<file path="config.mk">
export PLATFORM = sky130hd
export DESIGN_NAME = alu_op_issue
export DESIGN_NICKNAME = d
export VERILOG_FILES = /design/src/rtl/alu_pkg.sv /design/src/rtl/alu_issue_fifo.sv /design/src/rtl/alu_op_issue.sv
export SDC_FILE = /design/constraint.sdc
export NUM_CORES = 1
export LEC_CHECK = 0
export CAP_MARGIN = 15
export CORE_AREA = 5 5 90 92
export CTS_CLUSTER_SIZE = 8
export DETAILED_ROUTE_END_ITERATION = 10
export DIE_AREA = 0 0 95 97
export PLACE_DENSITY = 0.74
export SETUP_SLACK_MARGIN = 0.1
export SYNTH_ARGS = -nofsm -noshare
export SYNTH_HDL_FRONTEND = slang
export SYNTH_SLANG_ARGS = --single-unit
export TNS_END_PERCENT = 50
</file>
<file path="constraint.sdc">
create_clock -name clk -period 2.62 [get_ports clk]
set_clock_uncertainty 0.05 [all_clocks]
set_input_delay 0.393 -clock clk [delete_from_list [all_inputs] [get_ports clk]]
set_output_delay 0.393 -clock clk [all_outputs]
set_load 0.02 [all_outputs]
</file>
<file path="src/rtl/alu_pkg.sv">
// Shared ALU definitions: operand/result widths, op encodings and the request
// record carried through the issue FIFO.
package alu_pkg;

    localparam int ALU_OPND_W = 4;
    localparam int ALU_RES_W  = 5;
    localparam int ALU_OP_W   = 2;

    typedef enum logic [ALU_OP_W-1:0] {
        ALU_OP_ADD = 2'b00,
        ALU_OP_SUB = 2'b01,
        ALU_OP_AND = 2'b10,
        ALU_OP_OR  = 2'b11
    } alu_op_e;

    typedef struct packed {
        logic [ALU_OPND_W-1:0] a;
        logic [ALU_OPND_W-1:0] b;
        alu_op_e               op;
    } alu_req_t;

    localparam int ALU_REQ_W = $bits(alu_req_t);

endpackage

</file>
<file path="src/rtl/alu_issue_fifo.sv">
// Generic synchronous FIFO with registered occupancy count; DEPTH must be a
// power of two so the pointers wrap naturally.
module alu_issue_fifo #(
    parameter int WIDTH = 8,
    parameter int DEPTH = 4
) (
    input  logic                         clk,
    input  logic                         rst,
    input  logic                         push,
    input  logic [WIDTH-1:0]             wdata,
    input  logic                         pop,
    output logic [WIDTH-1:0]             rdata,
    output logic [$clog2(DEPTH+1)-1:0]   count,
    output logic                         full,
    output logic                         empty
);

    localparam int PTR_W = (DEPTH > 1) ? $clog2(DEPTH) : 1;
    localparam int CNT_W = $clog2(DEPTH + 1);

    logic [WIDTH-1:0] mem [DEPTH];
    logic [PTR_W-1:0] wr_ptr;
    logic [PTR_W-1:0] rd_ptr;
    logic             do_push;
    logic             do_pop;

    assign full    = (count == CNT_W'(DEPTH));
    assign empty   = (count == '0);
    assign do_push = push & ~full;
    assign do_pop  = pop & ~empty;
    assign rdata   = mem[rd_ptr];

    always_ff @(posedge clk) begin
        if (rst) begin
            wr_ptr <= '0;
            rd_ptr <= '0;
            count  <= '0;
        end else begin
            if (do_push) wr_ptr <= wr_ptr + PTR_W'(1);
            if (do_pop)  rd_ptr <= rd_ptr + PTR_W'(1);
            count <= count + CNT_W'(do_push) - CNT_W'(do_pop);
        end
    end

    // Storage carries no reset; stale entries are unreachable once pointers clear.
    always_ff @(posedge clk) begin
        if (do_push) mem[wr_ptr] <= wdata;
    end

endmodule

</file>
<file path="src/rtl/alu_op_issue.sv">
// Issue stage for the combinational 4-bit ALU: in-order request FIFO, head
// drive to the ALU, tagged output register. ALU_ISSUE_PERF_EN adds perf counters.
module alu_op_issue
    import alu_pkg::*;
#(
    parameter int DEPTH = 4,
    parameter int TAG_W = 8
) (
    input  logic                  clk,
    input  logic                  rst,
    input  logic                  in_valid,
    output logic                  in_ready,
    input  logic [3:0]            in_a,
    input  logic [3:0]            in_b,
    input  logic [1:0]            in_op,
    output logic [3:0]            alu_a,
    output logic [3:0]            alu_b,
    output logic [1:0]            alu_op,
    input  logic [4:0]            alu_result,
    output logic                  out_valid,
    input  logic                  out_ready,
    output logic [4:0]            out_result,
    output logic [TAG_W-1:0]      out_tag
`ifdef ALU_ISSUE_PERF_EN
    ,
    output logic [15:0]           perf_issued,
    output logic [15:0]           perf_stall
`endif
);

    localparam int CNT_W = $clog2(DEPTH + 1);

    // Handshakes: a transfer happens on a posedge where valid & ready are both
    // high; valid, once raised, holds its payload until that transfer.
    alu_req_t           wdata;
    alu_req_t           head;
    logic [CNT_W-1:0]   fifo_count;
    logic               fifo_full;
    logic               fifo_empty;
    logic               push;
    logic               issue;
    logic [TAG_W-1:0]   tag_cnt;

    assign wdata    = '{a: in_a, b: in_b, op: alu_op_e'(in_op)};
    assign in_ready = ~fifo_full;
    assign push     = in_valid & in_ready;
    assign issue    = (fifo_count != '0) & (~out_valid | out_ready);

    alu_issue_fifo #(
        .WIDTH (ALU_REQ_W),
        .DEPTH (DEPTH)
    ) u_fifo (
        .clk   (clk),
        .rst   (rst),
        .push  (push),
        .wdata (wdata),
        .pop   (issue),
        .rdata (head),
        .count (fifo_count),
        .full  (fifo_full),
        .empty (fifo_empty)
    );

    // Idle ALU operands are forced to zero so the ALU never sees stale entries.
    assign alu_a  = fifo_empty ? '0 : head.a;
    assign alu_b  = fifo_empty ? '0 : head.b;
    assign alu_op = fifo_empty ? '0 : head.op;

    always_ff @(posedge clk) begin
        if (rst) begin
            out_valid  <= 1'b0;
            out_result <= '0;
            out_tag    <= '0;
            tag_cnt    <= '0;
        end else if (issue) begin
            out_valid  <= 1'b1;
            out_result <= alu_result;
            out_tag    <= tag_cnt;
            tag_cnt    <= tag_cnt + TAG_W'(1);
        end else if (out_ready) begin
            out_valid  <= 1'b0;
        end
    end

`ifdef ALU_ISSUE_PERF_EN
    always_ff @(posedge clk) begin
        if (rst) begin
            perf_issued <= '0;
            perf_stall  <= '0;
        end else begin
            if (issue && perf_issued != 16'hFFFF) perf_issued <= perf_issued + 16'd1;
            if (in_valid && !in_ready && perf_stall != 16'hFFFF) perf_stall <= perf_stall + 16'd1;
        end
    end
`endif

endmodule

</file>
==> flow_summary_export.csv, run 1 <==
group,metric,value,unit
drt,drt_pre_antenna_iters,4,
worst_setup_path,cp_num_cells,4,
floorplan,core_area,7140,um2
global_routing,antenna_found_initial,0,
cts,clock_latency,0.33,ns
floorplan,ios,44,
worst_setup_path,cp_cell_sequence,"or3_1 > buf_4 > and2_1 > clkdlybuf4s50_1",
yosys,synthCells,210,
floorplan,rows,31,
worst_setup_path,cpMaxStageDelayCell,"clkdlybuf4s50_1",
min_path,worstHoldStart,"out_tag[4]",
global_routing,grt_pass1_wl,8.18,mm
drt,vias,1712,
sta,fin_crit_sh,95.2,%
yosys,yosysMostFrequentCell,"edfxtp_1",
power,power_frac_clock,24.7,%
power,power_density,1010,nW/um2
yosys,syn_area,2810,um2
worst_setup_path,cp-endpoint,"alu_op[0]",
floorplan,die_y,97,um
yosys,yosysTopAreaCell,"edfxtp_1",
worst_setup_path,reg2reg_depth,11,
yosys,synth.top_cell.area_share,42.8,%
cts,cts_tree,"built",
cts,clock-root-buffer,"clkbuf_8",
sta,rsz0062_at_grt,"yes",
yosys,ys_types,29,
global_routing,grt_pass1_vias,1671,
yosys,ys.warnings.count,0,
power,p_switching,1.13,mW
outcome,outcome,"finished clean",
worst_setup_path,crit_path_start,"u_fifo.count[1]",
yosys,synthArstFlopShare,0,%
power,p_int,2.49,mW
place,gp_congestion,0.765,
sta,max_freq,401,MHz
worst_setup_path,end_kind,"primary output",
worst_setup_path,crit_fanout,17,
min_path,hold_path.class,"reg2reg",
sta,setup_viol,0,
worst_setup_path,r2r-start,"u_fifo.count[1]",
sta,finalHoldViolCount,0,
cts,hold_buffers,0,
yosys,avgSynthCellArea,13.4,um2
drt,avgRoutedWirePerCell,13.2,um
floorplan,die_x,95,um
power,cellLeakagePower,1.30,nW
cts,h-tree-depth,3,
sta,holdWs,0.405,ns
yosys,yosys-top-cells-count,"edfxtp_1 (40), dfxtp_1 (31), nand2_1 (29), a21oi_1 (16), and2_1 (15)",
yosys,synth_edf_count,40,
yosys,ys_seq_elements,71,
floorplan,die_area,9220,um2
worst_setup_path,critPathBufInv,2,
drt,first_iter_violations,68,
worst_setup_path,r2r_setup_slack,0.27,ns
yosys,synth_area_leaders,"edfxtp_1 (43%), dfxtp_1 (22%), mux4_2 (8.0%)",
power,pwr-share-seq,40.9,%
cts,numClockSinks,71,
sta,period_needed,2.50,ns
sta,worst_pin_slew,0.557,ns
worst_setup_path,slowest_delay,0.53,ns
cts,numCtsBuffers,9,
worst_setup_path,crit_required,2.18,ns
job,drv_cap,0,
floorplan,start_util,39.3,%
power,comb_power_share,34.5,%
finish,nFillCells,632,
finish,diodes,0,
worst_setup_path,r2r_end,"u_fifo.count[2]",
yosys,ys.flop_type,"edfxtp_1",
worst_setup_path,crit_family,"buffers and inverters",
power,irDropWorstVdd,0.566,mV
finish,syn2layout_area_growth,27.2,%
finish,drive_above_1_share,12.7,%
worst_setup_path,cp.arrival,2.05,ns
sta,drv_slew,0,
worst_setup_path,worst_setup_path_start_kind,"register",
yosys,synth_nets,237,
drt,remaining_drc_errors,0,
power,switching_share,31.2,%
cts,cts_buffer_depth,2,
global_routing,grt_overflow,0,
global_routing,grt_usage,11.4,%
drt,viasPerCell,4.68,
place,hpwl,3.36,mm
sta,fin_setup_tns,0,ns
worst_setup_path,crit_type,"reg2out",
sta,relSlewSlack,62.9,%
finish,fin_nets,289,
yosys,yosysSeqAreaShare,64.9,%
cts,post_cts_buffers,0,
place,io_buffers,43,
cts,clkSlewWorstSetupHoldPaths,0.07,ns
drt,wirelength,4.82,mm
drt,antenna_left,0,
global_routing,grt_max_degree,18,
[what timing repair did]
action                     4_1_cts  5_1_grt
pin swaps                        0        0
gates resized for setup          5        4
setup endpoints to repair        9        7
[layer usage]
layer	vias to the layer above	share of wire, %	global-route usage [%]
met5	-	0	0
met1	809	46	14.8
met4	0	1.6	4.00
li1	843	-	-
met3	11	4.7	3.80
met2	49	47	17.7
[power groups by stage]
stage	combinational (mW)	clock, mW	sequential (mW)
detailed placement	1.30	0	1.50
finish	1.25	0.891	1.48
global route	1.38	0.962	1.51
CTS	1.28	0.915	1.48
floorplan	0.860	0	1.49
global placement	1.27	0	1.50
[layout make-up]
class	count	area, um2	area share (%)
tap	99	124	3.47
sequential	71	1830	51.2
timing repair buffer	51	493	13.8
inverter	6	22.5	0.631
clock buffer	11	131	3.68
multi-input combinational	123	900	25.2
clock inverter	5	72.6	2.03
[cells by family after synthesis]
kind of cell	share of synthesized area [%]
DFF	64.9
xor gates and xnor gates	3.43
AOI/OAI and AO/OA	3.43
muxes	8.38
buffers and inverters	3.03
adders and majority gates	3.83
and+or+nand+nor	13.0
[tightest hold or removal path, delay by kind of cell (launching register included)]
family / cells / cell delay (ns)
compound gates: 1 / 0.05
flops: 1 / 0.31
simple gates: 1 / 0.05
[worst min-delay path by stage]
| stage | depth (start not counted) | end |
|---|---|---|
| floorplan | 2 | out_tag[7] |
| global placement | 2 | out_result[0] |
| detailed placement | 2 | out_result[0] |
| CTS | 2 | out_result[0] |
| global route | 2 | out_tag[3] |
| finish | 2 | out_tag[4] |
[per-stage QoR]
stage | cell area [um2] | power (mW) | setup WS [ns] | utilization, % | cells
after CTS | 3560 | 3.67 | 0.0449 | 49.9 | 366
after global routing | 3570 | 3.85 | 0.0296 | 50.0 | 366
after floorplan | 2810 | 2.35 | 0.117 | - | 210
after global placement | 3360 | 2.77 | 0.169 | 47.1 | 350
after detailed placement | 3360 | 2.80 | 0.135 | 47.1 | 350
final | 3570 | 3.62 | 0.125 | 50.0 | 366
[sequential cells by signal (all words and copies together), names as in the netlist, named ones only]
register / cells
u_fifo.mem: 40
out_tag: 8
tag_cnt: 8
out_result: 5
u_fifo.count: 3
u_fifo.rd_ptr: 2
u_fifo.wr_ptr: 2
out_valid: 1
[cells in the final DEF, fill, tap and decap left out, types with 2 or more instances in the layout]
| cell type | Yosys | layout |
|---|---|---|
| clkbuf_1 | 4 | 2 |
| dlymetal6s2s_1 | 0 | 3 |
| clkbuf_8 | 0 | 9 |
| a21oi_1 | 16 | 16 |
| nand3_1 | 3 | 3 |
| clkinv_1 | 0 | 2 |
| nand4_1 | 5 | 5 |
| ha_1 | 7 | 7 |
| and3_1 | 2 | 2 |
| mux4_2 | 10 | 10 |
| nor2_1 | 14 | 14 |
| dlygate4sd2_1 | 0 | 4 |
| xor2_1 | 7 | 7 |
| or3_1 | 2 | 2 |
| inv_1 | 5 | 5 |
| buf_4 | 0 | 8 |
| xnor2_1 | 4 | 4 |
| nand2_1 | 29 | 29 |
| and2_1 | 15 | 15 |
| bufinv_16 | 0 | 2 |
| clkdlybuf4s50_1 | 0 | 36 |
| edfxtp_1 | 40 | 40 |
| dfxtp_1 | 31 | 30 |
(Power assumes the default switching activity.)
==> run 2, diff against run 1 <==
--- a/config.mk
+++ b/config.mk
@@ -6,11 +6,11 @@
 export NUM_CORES = 1
 export LEC_CHECK = 0
 export CAP_MARGIN = 15
-export CORE_AREA = 5 5 90 92
+export CORE_AREA = 5 5 83 85
 export CTS_CLUSTER_SIZE = 8
 export DETAILED_ROUTE_END_ITERATION = 10
-export DIE_AREA = 0 0 95 97
-export PLACE_DENSITY = 0.74
+export DIE_AREA = 0 0 88 90
+export PLACE_DENSITY = 0.84
 export SETUP_SLACK_MARGIN = 0.1
 export SYNTH_ARGS = -nofsm -noshare
 export SYNTH_HDL_FRONTEND = slang
==> run 2 against run 1 <==
Clock power increased by 5.6%. Critical endpoint is now alu_a[2]. Global-route usage increased by 2.5 points. Clock-buffer cell count decreased by 1. Power increased by 1.4%. Largest cell class unchanged. Final area decreased by 0.56%.
==> flow_summary_export.csv, run 2 (synthesis gave the netlist of run 1 again) <==
group,metric,value,unit
cts,cts_tree,"built",
global_routing,antenna_found_initial,0,
cts,numClockSinks,71,
worst_setup_path,r2r_end,"u_fifo.count[2]",
floorplan,die_y,90,um
job,drv_cap,0,
cts,cts_buffer_depth,2,
finish,layout_common_cells,"edfxtp_1 (40), clkdlybuf4s50_1 (36), dfxtp_1 (30)",
finish,top_register,"u_fifo.mem",
worst_setup_path,crit_path_start,"u_fifo.count[1]",
floorplan,die_area,7920,um2
cts,clock_latency,0.33,ns
cts,clkSlewWorstSetupHoldPaths,0.07,ns
worst_setup_path,cp.arrival,2.05,ns
floorplan,die_x,88,um
global_routing,grt_max_degree,31,
worst_setup_path,cp-endpoint,"alu_a[2]",
sta,max_freq,400,MHz
drt,antenna_left,0,
sta,fin_setup_tns,0,ns
power,power_density,1030,nW/um2
place,gp_congestion,0.777,
floorplan,core_area,6130,um2
sta,finalHoldViolCount,0,
drt,first_iter_violations,71,
global_routing,grt_usage,13.9,%
sta,rsz0062_at_grt,"yes",
worst_setup_path,reg2reg_depth,11,
min_path,worstHoldStart,"out_tag[4]",
sta,worst_pin_slew,0.559,ns
global_routing,grt_pass1_vias,1763,
min_path,hold_path.class,"reg2reg",
worst_setup_path,end_kind,"primary output",
cts,h-tree-depth,3,
drt,remaining_drc_errors,0,
worst_setup_path,cpMaxStageDelayCell,"clkdlybuf4s50_1",
worst_setup_path,r2r_setup_slack,0.30,ns
sta,period_needed,2.50,ns
finish,largest_register_ffs,40,
worst_setup_path,crit_required,2.18,ns
power,irDropWorstVdd,0.648,mV
sta,fin_crit_sh,95.3,%
drt,vias,1718,
finish,fin_nets,288,
sta,drv_slew,0,
finish,layout_commonest_cell,"edfxtp_1",
sta,setup_viol,0,
worst_setup_path,crit_fanout,17,
floorplan,start_util,45.8,%
worst_setup_path,cp_cell_sequence,"or3_1 > buf_4 > and2_1 > clkdlybuf4s50_1",
sta,relSlewSlack,62.7,%
worst_setup_path,crit_type,"reg2out",
drt,avgRoutedWirePerCell,14.6,um
cts,numCtsBuffers,9,
global_routing,grt_overflow,0,
finish,drive_above_1_share,13.9,%
place,hpwl,3.37,mm
place,io_buffers,43,
drt,wirelength,5.02,mm
drt,viasPerCell,5.01,
cts,clock-root-buffer,"clkbuf_8",
power,cellLeakagePower,1.30,nW
drt,drt_pre_antenna_iters,4,
worst_setup_path,r2r-start,"u_fifo.count[1]",
finish,syn2layout_area_growth,26.4,%
floorplan,ios,44,
cts,hold_buffers,0,
global_routing,grt_pass1_wl,8.38,mm
floorplan,rows,29,
place,postPlaceCellArea,3320,um2
worst_setup_path,slowest_delay,0.53,ns
finish,postLayoutCellArea,3550,um2
finish,reg_top3,"u_fifo.mem: 40 flops, out_tag: 8 flops, tag_cnt: 8 flops",
finish,diodes,0,
outcome,outcome,"finished clean",
worst_setup_path,worst_setup_path_start_kind,"register",
cts,post_cts_buffers,0,
-- run 2: changes by cell type in the layout (fill, tap and decap cells not counted), moves of 2 or more --
| cell | before | now |
|---|---|---|
| clkbuf_1 | 2 | 0 |
| clkinv_1 | 2 | 0 |
| clkinv_2 | 1 | 3 |
| buf_4 | 8 | 6 |
-- run 2: area by class of cell --
type,instances,area [um2]
Multi-Input combinational cell,123,900
Tap cell,77,96.3
Clock inverter,6,83.8
Clock buffer,10,138
Sequential cell,71,1820
Inverter,6,22.5
Timing Repair Buffer,50,485
Fill cell,499,2580
-- run 2: how the worst min path moves through the flow --
| stage | to | cells past startpoint |
|---|---|---|
| floorplan | out_tag[7] | 2 |
| global placement | out_result[1] | 2 |
| detailed placement | out_tag[4] | 2 |
| CTS | out_tag[4] | 2 |
| global route | out_result[1] | 2 |
| finish | out_tag[4] | 2 |
-- run 2: critical path: cells and delay by family (launching register included) --
kind / cells / cell delay (ns)
and+or+nand+nor: 2 / 0.60
buffers and inverters: 2 / 0.75
DFF: 1 / 0.37
-- run 2: power by group --
group / internal (mW) / switching, mW / leakage [nW]
sequential: 1.35 / 0.116 / 0.620
combinational: 0.596 / 0.660 / 0.562
clock: 0.558 / 0.383 / 0.116
-- run 2: routing by layer --
layer	routed length, um	share of wire (%)	track usage (%)
met2	2470	49	22.4
met4	59	1.2	4.73
met3	268	5.3	4.84
met5	0	0	0
met1	2220	44	17.2
-- run 2: metrics by stage --
| step | total power [mW] | worst slack (ns) | cells | hold slack [ns] | util, % |
|---|---|---|---|---|---|
| final | 3.67 | 0.122 | 343 | 0.408 | 57.9 |
| after global routing | 3.91 | 0.0324 | 343 | 0.430 | 57.9 |
| after CTS | 3.72 | 0.0909 | 343 | 0.411 | 57.8 |
| after detailed placement | 2.80 | 0.122 | 327 | 0.400 | 54.2 |
| after global placement | 2.75 | 0.191 | 327 | 0.392 | 54.2 |
| after floorplan | 2.35 | 0.117 | 210 | 0.387 | - |
-- run 2: repair_timing --
item | in CTS | in global routing
cloned | 0 | 0
endpoints found under the setup margin | 10 | 5
resized for setup | 7 | 2
==> run 3, diff against run 2 <==
--- a/config.mk
+++ b/config.mk
@@ -6,13 +6,14 @@
 export NUM_CORES = 1
 export LEC_CHECK = 0
 export CAP_MARGIN = 15
-export CORE_AREA = 5 5 83 85
+export CORE_AREA = 5 5 84 86
 export CTS_CLUSTER_SIZE = 8
 export DETAILED_ROUTE_END_ITERATION = 10
-export DIE_AREA = 0 0 88 90
-export PLACE_DENSITY = 0.84
+export DIE_AREA = 0 0 89 91
+export PLACE_DENSITY = 0.74
 export SETUP_SLACK_MARGIN = 0.1
 export SYNTH_ARGS = -nofsm -noshare
 export SYNTH_HDL_FRONTEND = slang
+export SYNTH_HIERARCHICAL = 1
 export SYNTH_SLANG_ARGS = --single-unit
 export TNS_END_PERCENT = 50
==> run 3 against run 2 <==
Register-to-register slack got worse by 0.11 ns. Largest power group unchanged. Area after synthesis grew 2.9%. Power shrank 0.23%. Critical path type unchanged. Largest cell class unchanged. Maximum frequency up 0.99%. Wire length is 2.3% higher.
==> flow_summary_export.csv, run 3 <==
group,metric,value,unit
sta,timing.final.ws_setup,0.147,ns
worst_setup_path,crit_fanout,10,
yosys,syn_area,2890,um2
yosys,synthMuxAreaShare,8.14,%
yosys,ys_seq_elements,71,
global_routing,grt_pass1_vias,1780,
drt,viasPerCell,4.96,
sta,relSlewSlack,64.5,%
finish,nFillCells,511,
sta,max_freq,404,MHz
worst_setup_path,end_kind,"primary output",
yosys,synthAdderAreaFrac,3.72,%
yosys,avgSynthCellArea,13.3,um2
yosys,yosysSeqAreaShare,63.1,%
finish,fin_nets,301,
yosys,synth_nets,244,
floorplan,ios,44,
drt,avgRoutedWirePerCell,14.4,um
worst_setup_path,reg2reg_depth,12,
sta,fin_crit_sh,94.4,%
worst_setup_path,r2r_setup_slack,0.19,ns
sta,finalHoldViolCount,0,
finish,syn2layout_area_growth,28.0,%
cts,hold_buffers,0,
worst_setup_path,crit_required,2.18,ns
finish,reg_top3,"u_fifo/mem: 40 flops, out_tag: 8 flops, tag_cnt: 8 flops",
floorplan,core_area,6200,um2
drt,drt_pre_antenna_iters,4,
finish,final_util,59.6,%
global_routing,grt_overflow,0,
floorplan,rows,29,
finish,layout_commonest_cell,"edfxtp_1",
cts,h-tree-depth,3,
yosys,synth.top_cell.area_share,41.6,%
floorplan,die_area,8100,um2
yosys,synthCells,217,
job,drv_cap,0,
worst_setup_path,slowest_delay,0.53,ns
yosys,yosys-top-cells-count,"edfxtp_1 (40), nand2_1 (32), dfxtp_1 (31), a21oi_1 (17), nor2b_1 (14)",
yosys,ys.flop_type,"edfxtp_1",
yosys,ys_types,38,
finish,diodes,0,
sta,drv_slew,0,
sta,period_needed,2.47,ns
outcome,outcome,"finished clean",
floorplan,start_util,46.6,%
finish,drive_above_1_share,18.3,%
floorplan,die_y,91,um
global_routing,grt_max_degree,17,
yosys,ys.warnings.count,6,
drt,first_iter_violations,56,
sta,holdWs,0.407,ns
min_path,hold_path.class,"reg2reg",
global_routing,grt_usage,13.8,%
sta,rsz0062_at_grt,"yes",
min_path,whs_endpoint,"out_tag[6]",
worst_setup_path,cp.arrival,2.03,ns
yosys,synth_compound_area_share,4.85,%
place,post-place-ws,-0.0321,ns
sta,worst_pin_slew,0.532,ns
cts,cts_buffer_depth,2,
drt,wirelength,5.13,mm
min_path,worstHoldPathCells,2,
cts,numCtsBuffers,9,
cts,clock_latency,0.33,ns
global_routing,antenna_found_initial,0,
worst_setup_path,r2r_end,"u_fifo/count[2]",
finish,layout_common_cells,"edfxtp_1 (40), clkdlybuf4s50_1 (35), nand2_1 (32)",
yosys,synth_edf_count,40,
power,cellLeakagePower,1.34,nW
worst_setup_path,critPathBufInv,2,
yosys,synth-simple-area-share,15.1,%
worst_setup_path,r2r-start,"u_fifo/count[2]",
floorplan,die_x,89,um
worst_setup_path,crit_type,"reg2out",
yosys,synthXorXnorAreaFrac,2.12,%
yosys,synthArstFlopShare,0,%
yosys,yosysTopAreaCell,"edfxtp_1",
drt,remaining_drc_errors,0,
drt,vias,1767,
worst_setup_path,cp_cell_sequence,"buf_6 > mux4_2 > nor2b_1 > clkdlybuf4s50_1",
cts,clock-root-buffer,"clkbuf_8",
cts,numClockSinks,71,
finish,top_register,"u_fifo/mem",
power,irDropWorstVdd,0.694,mV
place,gp_congestion,0.698,
cts,cts_tree,"built",
finish,largest_register_ffs,40,
yosys,synth_area_leaders,"edfxtp_1 (42%), dfxtp_1 (21%), mux4_2 (7.8%)",
place,io_buffers,43,
worst_setup_path,cpMaxStageDelayCell,"clkdlybuf4s50_1",
yosys,yosysMostFrequentCell,"edfxtp_1",
drt,antenna_left,0,
place,hpwl,3.48,mm
min_path,worstHoldStart,"out_tag[6]",
yosys,synth_top_family_by_area,"simple AND/OR/NAND/NOR gates",
power,finalPower,3.66,mW
cts,clkSlewWorstSetupHoldPaths,0.07,ns
worst_setup_path,worst_setup_path_start_kind,"register",
global_routing,grt_pass1_wl,8.39,mm
power,power_density,989,nW/um2
sta,setup_viol,0,
worst_setup_path,crit_family,"buffers and inverters",
run 3: power by group:
| part | total, mW | internal, mW | switching (mW) |
|---|---|---|---|
| logic | 1.17 | 0.549 | 0.619 |
| registers | 1.45 | 1.35 | 0.105 |
| clock network | 1.04 | 0.635 | 0.404 |
| total | 3.66 | 2.53 | 1.13 |
run 3: stage by stage:
stage	std cells	cell area [um2]	TNS [ns]
detailed placement	340	3450	-0.0321
global route	356	3700	0
floorplan	217	2890	0
global placement	340	3450	0
CTS	356	3690	0
finish	356	3700	0
run 3: how the worst max path moves through the flow:
stage | from | end | slack, ns | depth (start not counted)
floorplan | u_fifo/count[2] | u_fifo/count[2] | 0.10 | 13
global placement | out_ready | u_fifo/count[2] | 0.02 | 13
detailed placement | out_ready | u_fifo/count[2] | -0.03 | 13
CTS | register | alu_b[3] | 0.1 | 4
global route | register | alu_b[1] | 0.04 | 4
finish | register | alu_b[1] | 0.15 | 4
run 3: worst min-delay path, cell delays in order (launching register included):
cell	delay, ns
dfxtp_1	0.31
nand2_1	0.05
a21oi_1	0.05
run 3: metal layers:
metal	vias to the layer above	share of wire (%)	global-route usage, %
li1	875	-	-
met2	36	51	21.7
met5	-	0	0
met3	7	5.6	5.52
met1	849	42	17.1
met4	0	1.5	4.71
run 3: final cells by class:
cell class	instances	area [um2]	area share, %
Multi-Input combinational cell	129	983	26.6
Clock inverter	7	120	3.25
Tap cell	77	96.3	2.60
Timing Repair Buffer	53	510	13.8
Sequential cell	71	1820	49.3
Inverter	10	40.0	1.08
Clock buffer	9	124	3.35
run 3: cell families (layout without fill, tap and decap cells):
| family | Yosys count | count (layout) |
|---|---|---|
| mux | 11 | 11 |
| simple gates | 78 | 78 |
| fa+ha+maj | 8 | 8 |
| flops | 71 | 71 |
| compound gates | 25 | 25 |
| xor+xnor | 7 | 7 |
| buf+inv | 17 | 79 |
run 3: timing repair:
action                     4_1_cts  5_1_grt
setup buffers                    0        0
gates resized for setup          6        3
setup endpoints to repair       10        6
